File: config.mk
export PLATFORM = sky130hd
export DESIGN_NAME = fp_acc_round_sat_flat
export DESIGN_NICKNAME = d
export VERILOG_FILES = /design/src/rtl/fp_pkg.sv /design/src/rtl/fp_acc_round_sat_if.sv /design/src/rtl/fp_round_sat.sv /design/src/rtl/fp_acc_round_sat.sv /design/src/flat_wrapper.sv
export SDC_FILE = /design/constraint.sdc
export NUM_CORES = 1
export LEC_CHECK = 0
export CORE_MARGIN = 2
export CORE_UTILIZATION = 35
export CTS_BUF_LIST = sky130_fd_sc_hd__clkbuf_4 sky130_fd_sc_hd__clkbuf_8 sky130_fd_sc_hd__clkbuf_16
export CTS_CLUSTER_SIZE = 30
export DETAILED_ROUTE_END_ITERATION = 6
export GPL_TIMING_DRIVEN = 0
export SLEW_MARGIN = 20
export SYNTH_ARGS = -nofsm -noshare
export SYNTH_HDL_FRONTEND = slang
export SYNTH_SLANG_ARGS = --single-unit
File: constraint.sdc
create_clock -name i_clock -period 9.3 [get_ports i_clock]
set_clock_uncertainty 0.1 [all_clocks]
set_input_delay 0.93 -clock i_clock [delete_from_list [all_inputs] [get_ports i_clock]]
set_output_delay 0.93 -clock i_clock [all_outputs]
set_load 0.01 [all_outputs]
File: src/rtl/fp_pkg.sv
// Shared definitions for the fixed-point multiplier / accumulator datapath:
// width helpers and the accumulator FSM state encoding.
package fp_pkg;

  function automatic int clog2(input int v);
    int r;
    r = 0;
    while ((1 << r) < v) r++;
    return r;
  endfunction

  function automatic int int_bits(input int nb, input int nbf);
    return nb - nbf;
  endfunction

  typedef enum logic [1:0] {
    IDLE = 2'd0,
    ACC  = 2'd1,
    DONE = 2'd2
  } state_t;

  // Default product format shared with the multiplier stage.
  localparam int NB_PROD  = 12;
  localparam int NBF_PROD = 11;
  localparam int NBI_PROD = NB_PROD - NBF_PROD;

endpackage

File: src/rtl/fp_acc_round_sat_if.sv
// Product-in / sum-out bundle between the multiplier and the tap-sum accumulator.
interface fp_acc_round_sat_if #(
  parameter int NB_IN  = 12,
  parameter int NB_OUT = 10,
  parameter int NB_ACC = 15
);
  logic                     i_valid;
  logic signed [NB_IN-1:0]  i_data;
  logic                     o_ready;
  logic                     o_valid;
  logic signed [NB_OUT-1:0] o_data;
  logic signed [NB_ACC-1:0] o_acc;
  logic                     o_sat;

  modport master (output i_valid, i_data, input o_ready, o_valid, o_data, o_acc, o_sat);
  modport slave  (input i_valid, i_data, output o_ready, o_valid, o_data, o_acc, o_sat);
endinterface

File: src/rtl/fp_round_sat.sv
// Combinational round-half-up, shift and saturate from a wide fixed-point
// value to a narrower output format.
module fp_round_sat #(
  parameter int NB_IN_RS  = 15,
  parameter int NBF_IN_RS = 11,
  parameter int NB_OUT    = 10,
  parameter int NBF_OUT   = 9
) (
  input  logic signed [NB_IN_RS-1:0] acc_in,
  output logic signed [NB_OUT-1:0]   data_out,
  output logic                       sat_out
);
  localparam int SH = NBF_IN_RS - NBF_OUT;
  localparam int RW = NB_IN_RS + 1;
  localparam logic signed [RW-1:0] HALF = RW'(2 ** (SH - 1));

  function automatic logic signed [RW-1:0] round_half_up(input logic signed [NB_IN_RS-1:0] a);
    logic signed [RW-1:0] r;
    r = RW'(a) + HALF;
    return r >>> SH;
  endfunction

  // Returns {sat, data}; the value fits only if every bit above the result
  // sign bit matches it.
  function automatic logic [NB_OUT:0] saturate(input logic signed [RW-1:0] r);
    logic [RW-NB_OUT:0] top;
    top = r[RW-1:NB_OUT-1];
    if ((&top) || !(|top)) return {1'b0, r[NB_OUT-1:0]};
    else if (r[RW-1])      return {1'b1, 1'b1, {(NB_OUT-1){1'b0}}};
    else                   return {1'b1, 1'b0, {(NB_OUT-1){1'b1}}};
  endfunction

  assign {sat_out, data_out} = saturate(round_half_up(acc_in));

endmodule

File: src/rtl/fp_acc_round_sat.sv
// Sums N_TERMS signed products at full resolution, then rounds and saturates
// the total into the output format with a one-cycle valid pulse.
module fp_acc_round_sat
  import fp_pkg::*;
#(
  parameter  int NB_IN   = 12,
  parameter  int NBF_IN  = 11,
  parameter  int N_TERMS = 8,
  parameter  int NB_OUT  = 10,
  parameter  int NBF_OUT = 9,
  localparam int NB_ACC  = NB_IN + clog2(N_TERMS)
) (
  input  logic               i_clock,
  input  logic               i_reset,
  fp_acc_round_sat_if.slave  bus
);
  localparam int CW = clog2(N_TERMS) + 1;

  state_t                   state, state_nxt;
  logic signed [NB_ACC-1:0] acc_p0, acc_nxt, sum_p0;
  logic [CW-1:0]            cnt, cnt_nxt;
  logic                     accept, load_out;
  logic signed [NB_OUT-1:0] data_rs, data_p1;
  logic                     sat_rs, sat_p1;
  logic signed [NB_ACC-1:0] acc_p1;

  assign accept = bus.i_valid && bus.o_ready;
  // First sample of a frame starts from zero rather than the stale sum.
  assign sum_p0 = ((state == ACC) ? acc_p0 : NB_ACC'(0)) + NB_ACC'(bus.i_data);

  fp_round_sat #(
    .NB_IN_RS  (NB_ACC),
    .NBF_IN_RS (NBF_IN),
    .NB_OUT    (NB_OUT),
    .NBF_OUT   (NBF_OUT)
  ) u_round_sat (
    .acc_in   (sum_p0),
    .data_out (data_rs),
    .sat_out  (sat_rs)
  );

  always_comb begin
    state_nxt = state;
    acc_nxt   = acc_p0;
    cnt_nxt   = cnt;
    load_out  = 1'b0;
    case (state)
      IDLE: begin
        if (accept) begin
          acc_nxt   = sum_p0;
          cnt_nxt   = CW'(1);
          state_nxt = ACC;
        end
      end
      ACC: begin
        if (accept) begin
          acc_nxt = sum_p0;
          cnt_nxt = cnt + CW'(1);
          if (cnt == CW'(N_TERMS - 1)) begin
            load_out  = 1'b1;
            state_nxt = DONE;
          end
        end
      end
      DONE: begin
        acc_nxt   = '0;
        cnt_nxt   = '0;
        state_nxt = IDLE;
      end
      default: state_nxt = IDLE;
    endcase
  end

  // Stage p0: accumulator and frame control
  always_ff @(posedge i_clock or posedge i_reset) begin
    if (i_reset) begin
      state  <= IDLE;
      acc_p0 <= '0;
      cnt    <= '0;
    end else begin
      state  <= state_nxt;
      acc_p0 <= acc_nxt;
      cnt    <= cnt_nxt;
    end
  end

  // Stage p1: result registers, held until the next frame completes
  always_ff @(posedge i_clock or posedge i_reset) begin
    if (i_reset) begin
      data_p1 <= '0;
      acc_p1  <= '0;
      sat_p1  <= 1'b0;
    end else if (load_out) begin
      data_p1 <= data_rs;
      acc_p1  <= sum_p0;
      sat_p1  <= sat_rs;
    end
  end

  assign bus.o_ready = (state != DONE);
  assign bus.o_valid = (state == DONE);
  assign bus.o_data  = data_p1;
  assign bus.o_acc   = acc_p1;
  assign bus.o_sat   = sat_p1;

endmodule

File: src/flat_wrapper.sv
// flat-port wrapper written by rule: the top's interface ports become plain ports
module fp_acc_round_sat_flat import fp_pkg::*;
#(
  parameter  int NB_IN   = 12,
  parameter  int NBF_IN  = 11,
  parameter  int N_TERMS = 8,
  parameter  int NB_OUT  = 10,
  parameter  int NBF_OUT = 9,
  localparam int NB_ACC  = NB_IN + clog2(N_TERMS)
)
  (i_clock, i_reset, bus_i_valid, bus_i_data, bus_o_ready, bus_o_valid, bus_o_data, bus_o_acc, bus_o_sat);
  fp_acc_round_sat_if #(.NB_IN(NB_IN), .NB_OUT(NB_OUT), .NB_ACC((15))) bus_i ();
  input  logic i_clock;
  input  logic i_reset;
  input wire logic [$bits(bus_i.i_valid)-1:0] bus_i_valid;
  input wire logic [$bits(bus_i.i_data)-1:0] bus_i_data;
  output wire logic [$bits(bus_i.o_ready)-1:0] bus_o_ready;
  output wire logic [$bits(bus_i.o_valid)-1:0] bus_o_valid;
  output wire logic [$bits(bus_i.o_data)-1:0] bus_o_data;
  output wire logic [$bits(bus_i.o_acc)-1:0] bus_o_acc;
  output wire logic [$bits(bus_i.o_sat)-1:0] bus_o_sat;
  assign bus_i.i_valid = bus_i_valid;
  assign bus_i.i_data = bus_i_data;
  assign bus_o_ready = bus_i.o_ready;
  assign bus_o_valid = bus_i.o_valid;
  assign bus_o_data = bus_i.o_data;
  assign bus_o_acc = bus_i.o_acc;
  assign bus_o_sat = bus_i.o_sat;
  fp_acc_round_sat #(.NB_IN(NB_IN), .NBF_IN(NBF_IN), .N_TERMS(N_TERMS), .NB_OUT(NB_OUT), .NBF_OUT(NBF_OUT)) u_core (.i_clock(i_clock), .i_reset(i_reset), .bus(bus_i));
endmodule
# After elaboration in Yosys (flattened, before gate mapping)
# Cells that the tools add are included.
# classes
n_eq_ne	8
n_addsub	3
muxes	15
reduce_logical	12
# ops
op	count
$mux 15	2
$pmux 15 s2	1
$add 15x3->16 const B	1
$add 15x12->15	1
$pmux 4 s3	1
$mux 11	1
$mux 10	1
$mux 4	2
$mux 2	3
$ne 2x1->1 const B	3
$reduce_and 3->1	2
$reduce_and 5->1	1
$reduce_or 5->1	1
$add 4x1->4 const B	1
$eq 4x3->1 const B	1
$ne 2x2->1 const B	2
$pmux 2 s2	1
$mux 1	3
$reduce_bool 3->1	1
$eq 2x1->1 const B	1
$eq 2x2->1 const B	1
$logic_not 2->1	1
$reduce_and 2->1	1
$reduce_bool 2->1	1
4 further kinds	4
# word_totals
word_cells	44
regBits	47

# Logic depth before layout (Yosys ltp)
# Gate-level depths: netlist of run 1.
# logic_depth
ltp_word	8
mapped_depth	17
mapped_depth_nobuf	15

# By module
# Synthesis of run 1 repeated with hierarchy kept, for this count alone.
# hier_totals
cells_unflattened	383
hier_area_um2	3273.1
# by_module_without_submodules
mod	cells_each	n_inst	area_per_inst_um2	seq_area_each_um2
fp_acc_round_sat	316	1	2821.5	1176.1
fp_round_sat	67	1	451.7	0.0

# Worst setup path after synthesis of run 1
# No wires, ideal clock.
# synth_path
path_type	register -> register
start	register u_core.state[1]
end	register u_core.sat_p1 (netlist: u_core.bus.o_sat)
arrival_time_ns	3.847
path_buffers	2
slack_ns	5.229
stages_incl_launch_ff	17
setup_time_ns	0.124
cell_sequence	dfrtp_1 inv_1 ha_1 clkbuf_1 clkbuf_1 and2_1 ha_1 inv_1 fa_1 and2b_1 o221ai_2 o311a_2 or3_4 nor3_2 a21o_2 o21ai_0 o31a_1
# synth_between
elab_chain_len	8
elab_cells_between_ends	13
# synth_lines
item	line	text
start, declared	fp_acc_round_sat.sv:19	state_t state, state_nxt;
start signal, assigned	fp_acc_round_sat.sv:81	state <= state_nxt;
$eq 2x1->1	fp_acc_round_sat.sv:29, fp_acc_round_sat.sv:47	
$mux 15	fp_acc_round_sat.sv:29	assign sum_p0 = ((state == ACC) ? acc_p0 : NB_ACC'(0)) + NB_ACC'(bus.i_data);
$add 15x12->15	fp_acc_round_sat.sv:29	
$add 15x3->16	fp_round_sat.sv:19	r = RW'(a) + HALF;
$reduce_or 5->1	fp_round_sat.sv:28	if ((&top) || !(|top)) return {1'b0, r[NB_OUT-1:0]};
$logic_not 1->1	fp_round_sat.sv:28	
$logic_or 1x1->1	fp_round_sat.sv:28	
$mux 11	fp_round_sat.sv:28	
end signal, assigned	fp_acc_round_sat.sv:96	sat_p1 <= sat_rs;
end, declared	fp_acc_round_sat.sv:24	logic sat_rs, sat_p1;
# Parallel ways exist; a longest one is shown, timed or not.
# A chain may end at the register's enable or synchronous reset.

# Worst setup path after layout of run 1
# layout_path
start	register u_core.state[1]
end	register u_core.data_p1[0] (netlist: u_core.bus.o_data[0])
# layout_between
elab_chain_len	8
elab_cells_between_ends	14
# layout_lines
item	line	text
$eq 2x1->1	fp_acc_round_sat.sv:29, fp_acc_round_sat.sv:47	
$mux 15	fp_acc_round_sat.sv:29	
$add 15x12->15	fp_acc_round_sat.sv:29	
$add 15x3->16	fp_round_sat.sv:19	
$reduce_or 5->1	fp_round_sat.sv:28	
$logic_not 1->1	fp_round_sat.sv:28	
$logic_or 1x1->1	fp_round_sat.sv:28	
$mux 11	fp_round_sat.sv:28	
end signal, assigned	fp_acc_round_sat.sv:94	data_p1 <= data_rs;
end, declared	fp_acc_round_sat.sv:23	logic signed [NB_OUT-1:0] data_rs, data_p1;
# Parallel ways exist; a longest one is shown, timed or not.

==> results.sh, run 1 <==
export IMPL_setup_tns_ns=0
export IMPL_coreArea_um2=8720
export IMPL_ff2ff_path_depth=17
export IMPL_start_util=0.362
export IMPL_die_w_um=99.0
export IMPL_rr_startpoint="u_core.state[1]"
export IMPL_htreeDepth=2
export IMPL_ant_nets=0
export IMPL_synth_top_family_by_area="simple AND/OR/NAND/NOR gates"
export IMPL_layout_setup_ws_ns=4.44
export IMPL_yosys_warnings=0
export IMPL_grt_max_degree=31
export IMPL_hold_depth=2
export IMPL_area_growth_pct=22.6
export IMPL_yosys_top_cells_area="dfrtp_1 37%, ha_1 8.3%, nand2_1 5.9%"
export IMPL_hold_buffers=0
export IMPL_synth_area_per_cell_um2=9.65
export IMPL_nets=414
export IMPL_power_per_cell_area_nw_per_um2=273
export IMPL_cts_buffers_inserted=5
export IMPL_cp_arrival_ns=4.96
export IMPL_fillCellCount=871
export IMPL_cts_resized=0
export IMPL_layout_common_cells="50 x nand2_1, 47 x dfrtp_1, 42 x clkdlybuf4s50_1"
export IMPL_cp_endpoint="u_core.bus.o_data[0]"
export IMPL_startpoint="u_core.state[1]"
export IMPL_cts_root_buffer="clkbuf_8"
export IMPL_p_total_uw=1060
export IMPL_ys_types=62
export IMPL_yosys_area_share_simple=0.217
export IMPL_grt_overflow_total=0
export IMPL_outcome="complete, no violations"
export IMPL_rows=34
export IMPL_avgRoutedWirePerCell_um=15.1
export IMPL_relSlewSlack=0.531
export IMPL_synth_edf_count=0
export IMPL_ys_async_sr_fraction=1.00
export IMPL_seqCellArea_um2=1180
export IMPL_fmax_ghz=0.206
export IMPL_final_common_cell="nand2_1"
export IMPL_detail_route_drc_violations=0
export IMPL_synthCells=327
export IMPL_wl_um=7340
export IMPL_synth_top_cell_area_share=0.373
export IMPL_drt_iter0_markers=116
export IMPL_synthMuxAreaShare=0.0103
export IMPL_worst_r2r_endpoint="u_core.bus.o_data[0]"
export IMPL_regToRegSetupSlack_ns=4.44
export IMPL_maxCapViolCount=0
export IMPL_hold_viol_final=0
export IMPL_post_place_ws_ns=4.41
export IMPL_setup_viol=0
export IMPL_end_kind="flip-flop"
export IMPL_max_vdd_ir_drop_mv=0.127
export IMPL_tightestPinTransition_ns=0.683
export IMPL_ys_seq_area_frac=0.373
export IMPL_synth_xor_area_frac=0.0773
export IMPL_gp_congestion=0.877
export IMPL_ys_ff_latch=47
export IMPL_cts_tree="built"
export IMPL_synth_compound_area_share=0.210
export IMPL_cts_path_max_buffers=2
export IMPL_drive_gt1_frac=0.124
export IMPL_grt_pass1_vias=2544
export IMPL_pin_count=43
export IMPL_crit_fanout=10
export IMPL_fin_crit_sh=0.523
export IMPL_grt_usage=0.158
export IMPL_cts_setup_buffers=0
export IMPL_rsz0062_at_grt="false"
export IMPL_path_class="flip-flop to flip-flop"
export IMPL_cts_sinks=47
export IMPL_diodes=0
export IMPL_grt_antenna_before_repair=0
export IMPL_start_kind="flip-flop"
export IMPL_vias=2532
export IMPL_clk_pin_slew_ns=0.09
export IMPL_die_area_um2=9790
export IMPL_grt_pass1_wl_um=12600
export IMPL_first_pass_iters=4
export IMPL_synth_area_leader_cell="dfrtp_1"
export IMPL_fp_dieH_um=99.0
export IMPL_synthAdderAreaFrac=0.0896
export IMPL_synth_area_um2=3160
export IMPL_hold_class="flip-flop to flip-flop"
export IMPL_hpwl_um=5760
export IMPL_multi_input_area_um2=1910
export IMPL_leakagePower_uw=0.00171
export IMPL_required_ns=9.40
export IMPL_clk_latency_ns=0.31
export IMPL_ys_flop_type="dfrtp_1"
export IMPL_viasPerCell=5.21
export IMPL_portBuffers=42
export IMPL_slew_viol_final=0
export IMPL_whs_ns=0.381
export IMPL_finalCriticalPeriod_ns=4.86
export IMPL_utilization=0.443
export IMPL_syn_num_nets=364
## sequential cells by signal, summed over array words and instances (netlist names)
signal             cells
u_core.acc_p0         15
u_core.bus.o_acc      15
u_core.bus.o_data     10
u_core.cnt             4
u_core.state           2
u_core.bus.o_sat       1
## power breakdown
| group | switching, µW | internal [µW] |
|---|---|---|
| Sequential | 23.9 | 248 |
| Clock | 70.6 | 110 |
| Combinational | 360 | 243 |
| Total | 455 | 601 |
## area by class of cell
type / instances / share of cell area
Inverter: 11 / 0.0107
Multi-Input combinational cell: 261 / 0.493
Clock buffer: 6 / 0.0197
Clock inverter: 2 / 0.0155
Timing Repair Buffer: 43 / 0.114
Buffer: 8 / 0.00776
Sequential cell: 47 / 0.304
Tap cell: 108 / 0.0349
## metrics by stage
step / std cells / instance area, µm²
5_1_grt: 486 / 3870
6_report: 486 / 3870
3_3_place_gp: 477 / 3710
4_1_cts: 486 / 3870
3_5_place_dp: 478 / 3730
2_1_floorplan: 327 / 3160
## cells in the mapped netlist (all sizes together) (2+ instances only)
master and instances:
nor3 7, nand2 51, a22o 5, o21a 4, a21o 4, o31ai 4, and3 2, or3 5
and4 3, xnor2 12, clkbuf 8, nor2b 3, and2 15, a211oi 6, o22a 9, o22ai 2
mux2 2, inv 11, dfrtp 47, o21ai 29, or2 3, nor2 22, nand2b 5, ha 21
xor2 9, nand3 6, a21oi 12, nand4 5
## worst min path at each step
stage / endpoint / startpoint / slack, ns
2_1_floorplan: u_core.acc_p0[2] / u_core.acc_p0[2] / 0.34
3_3_place_gp: u_core.acc_p0[2] / u_core.acc_p0[2] / 0.35
3_5_place_dp: u_core.acc_p0[2] / u_core.acc_p0[2] / 0.36
4_1_cts: u_core.acc_p0[2] / u_core.acc_p0[2] / 0.38
5_1_grt: u_core.bus.o_data[9] / u_core.bus.o_data[9] / 0.40
6_report: u_core.acc_p0[2] / u_core.acc_p0[2] / 0.38
## worst max-delay path: stages, from the launching register on
cell      delay [ns]
dfrtp_1         0.40
inv_1           0.16
ha_1            0.31
clkbuf_1        0.39
clkbuf_1        0.37
and2_1          0.19
ha_1            0.18
inv_1           0.06
fa_1            0.39
and2b_1         0.25
o22ai_1         0.12
xnor2_2         0.33
nand4_1         0.26
nor3_2          0.32
nand2_1         0.15
a211oi_4        0.49
nor2b_1         0.10
o22a_1          0.19
## routing by layer
metal	GRT usage	part of all wire
met5	0	0
met4	0.0348	0.011
met3	0.0270	0.030
met2	0.261	0.48
met1	0.218	0.47
## cells by family after synthesis
logic type	after synthesis
AOI/OAI and AO/OA	84
buffers and inverters	19
muxes	3
xor gates and xnor gates	21
DFF	47
and+or+nand+nor	131
adders and majority gates	22
No activity file was read; power rests on OpenSTA's default activity.
==> inputs of run 2 (changes only) <==
==> constraint.sdc (replaced) <==
create_clock -name i_clock -period 4.8 [get_ports i_clock]
set_clock_uncertainty 0.1 [all_clocks]
set_input_delay 0.48 -clock i_clock [delete_from_list [all_inputs] [get_ports i_clock]]
set_output_delay 0.48 -clock i_clock [all_outputs]
set_load 0.01 [all_outputs]
==> run 2 against run 1 <==
Against the previous run:
- via count grew 0.47%
- sequential power up 94%
- first-iteration DRC count is 6.9% lower
- die area unchanged
- worst hold slack got worse by 0.0070 ns
- critical path depth fell by 1
- critical path type unchanged
- critical endpoint is now u_core.bus.o_data[4]
- largest cell class unchanged
- largest power group unchanged
==> results.sh, run 2 (synthesis results as in run 1) <==
export IMPL_wl_um=7350
export IMPL_crit_fanout=19
export IMPL_cp_arrival_ns=4.48
export IMPL_end_kind="flip-flop"
export IMPL_pin_count=43
export IMPL_die_w_um=99.0
export IMPL_hold_viol_final=0
export IMPL_final_area_um2=3870
export IMPL_start_kind="flip-flop"
export IMPL_grt_pass1_wl_um=12600
export IMPL_detail_route_drc_violations=0
export IMPL_tightestPinTransition_ns=0.686
export IMPL_regToRegSetupSlack_ns=0.43
export IMPL_first_pass_iters=4
export IMPL_drt_iter0_markers=108
export IMPL_relSlewSlack=0.530
export IMPL_cts_sinks=47
export IMPL_htreeDepth=2
export IMPL_drive_gt1_frac=0.130
export IMPL_grt_overflow_total=0
export IMPL_dp_cells=478
export IMPL_path_class="flip-flop to flip-flop"
export IMPL_fin_crit_sh=0.911
export IMPL_hpwl_um=5760
export IMPL_gp_congestion=0.877
export IMPL_ff2ff_path_depth=16
export IMPL_grt_use_met3=0.0270
export IMPL_slew_viol_final=0
export IMPL_grt_antenna_before_repair=0
export IMPL_cts_tree="built"
export IMPL_grt_max_degree=31
export IMPL_fp_dieH_um=99.0
export IMPL_cts_buffers_inserted=5
export IMPL_viasPerCell=5.25
export IMPL_stdcell_count=485
export IMPL_cts_root_buffer="clkbuf_8"
export IMPL_vias=2544
export IMPL_grt_usage=0.158
export IMPL_hold_class="primary input to asynchronous set/reset pin"
export IMPL_power_per_cell_area_nw_per_um2=529
export IMPL_placed_cell_area_um2=3730
export IMPL_rows=34
export IMPL_met2_usage=0.261
export IMPL_worst_r2r_endpoint="u_core.bus.o_data[4]"
export IMPL_layout_common_cells="50 x nand2_1, 47 x dfrtp_1, 42 x clkdlybuf4s50_1"
export IMPL_ant_nets=0
export IMPL_p_total_uw=2050
export IMPL_max_vdd_ir_drop_mv=0.246
export IMPL_cts_path_max_buffers=2
export IMPL_diodes=0
export IMPL_outcome="complete, no violations"
export IMPL_area_growth_pct=22.7
export IMPL_nets=413
export IMPL_cts_setup_buffers=0
export IMPL_portBuffers=42
export IMPL_leakagePower_uw=0.00171
export IMPL_clk_latency_ns=0.30
export IMPL_rr_startpoint="u_core.state[1]"
export IMPL_setup_viol=0
export IMPL_maxCapViolCount=0
export IMPL_coreArea_um2=8720
export IMPL_fmax_ghz=0.229
export IMPL_use_met1=0.218
export IMPL_start_util=0.362
export IMPL_grt_pass1_vias=2544
export IMPL_rsz0062_at_grt="false"
export IMPL_avgRoutedWirePerCell_um=15.1
export IMPL_die_area_um2=9790
export IMPL_final_common_cell="nand2_1"
export IMPL_finalCriticalPeriod_ns=4.37
export IMPL_top_usage_layer="met2"
export IMPL_hold_buffers=0
export IMPL_clk_pin_slew_ns=0.09
export IMPL_required_ns=4.90
run 2: worst max-delay path by stage:
stage / from / end / slack [ns] / depth (start not counted)
3_5_place_dp: u_core.state[1] / u_core.bus.o_data[2] / -0.09 / 17
4_1_cts: u_core.state[1] / u_core.bus.o_data[2] / 0.03 / 17
3_3_place_gp: u_core.state[1] / u_core.bus.o_data[4] / -0.07 / 17
6_report: u_core.state[1] / u_core.bus.o_data[4] / 0.43 / 16
2_1_floorplan: u_core.state[1] / u_core.bus.o_sat / 0.73 / 16
5_1_grt: u_core.state[1] / u_core.bus.o_data[2] / 0.04 / 16
run 2: what timing repair did:
action                     CTS  global route
setup endpoints to repair   10            10
pin swaps                    0             0
gates resized for setup      1             3
run 2: critical path, cell delays in order (launching register included):
cell and delay (ns):
dfrtp_1 0.40, inv_1 0.16, ha_1 0.31, clkbuf_4 0.31
and2_1 0.16, ha_1 0.18, inv_1 0.06, fa_1 0.39
and2b_1 0.25, o22ai_1 0.12, xnor2_2 0.33, nand4_1 0.26
nor3_2 0.31, nand2_1 0.15, a211oi_4 0.49, nor2_1 0.12
o22a_1 0.17
run 2: layer usage:
layer  vias to the layer above  part of all wire
li1                       1256                 -
met1                      1222              0.47
met2                        56              0.48
met3                        10             0.040
met4                         0             0.011
met5                         -                 0
run 2: area by class of cell:
cell class              count  area [µm²]
fillers                   869        4850
multi-input cells         261        1910
flip-flops and latches     47        1180
repair buffers             43         440
well taps                 108         135
clock buffers               6        76.3
clock inverters             2        60.1
inverters                  11        41.3
plain buffers               7        30.0
run 2: report_power, final:
group	switching (µW)	internal, µW	total, µW
Sequential	46.7	480	527
Combinational	701	472	1170
Clock	136	214	349
run 2: per-stage QoR:
step | util | setup TNS [ns] | setup slack (ns) | hold WS (ns)
after CTS | 0.444 | 0 | 0.0261 | 0.373
after floorplan | - | 0 | 0.729 | 0.340
after global routing | 0.444 | 0 | 0.0406 | 0.402
final | 0.444 | 0 | 0.425 | 0.373
after global placement | 0.426 | -0.538 | -0.0737 | 0.355
after detailed placement | 0.428 | -0.657 | -0.0879 | 0.362
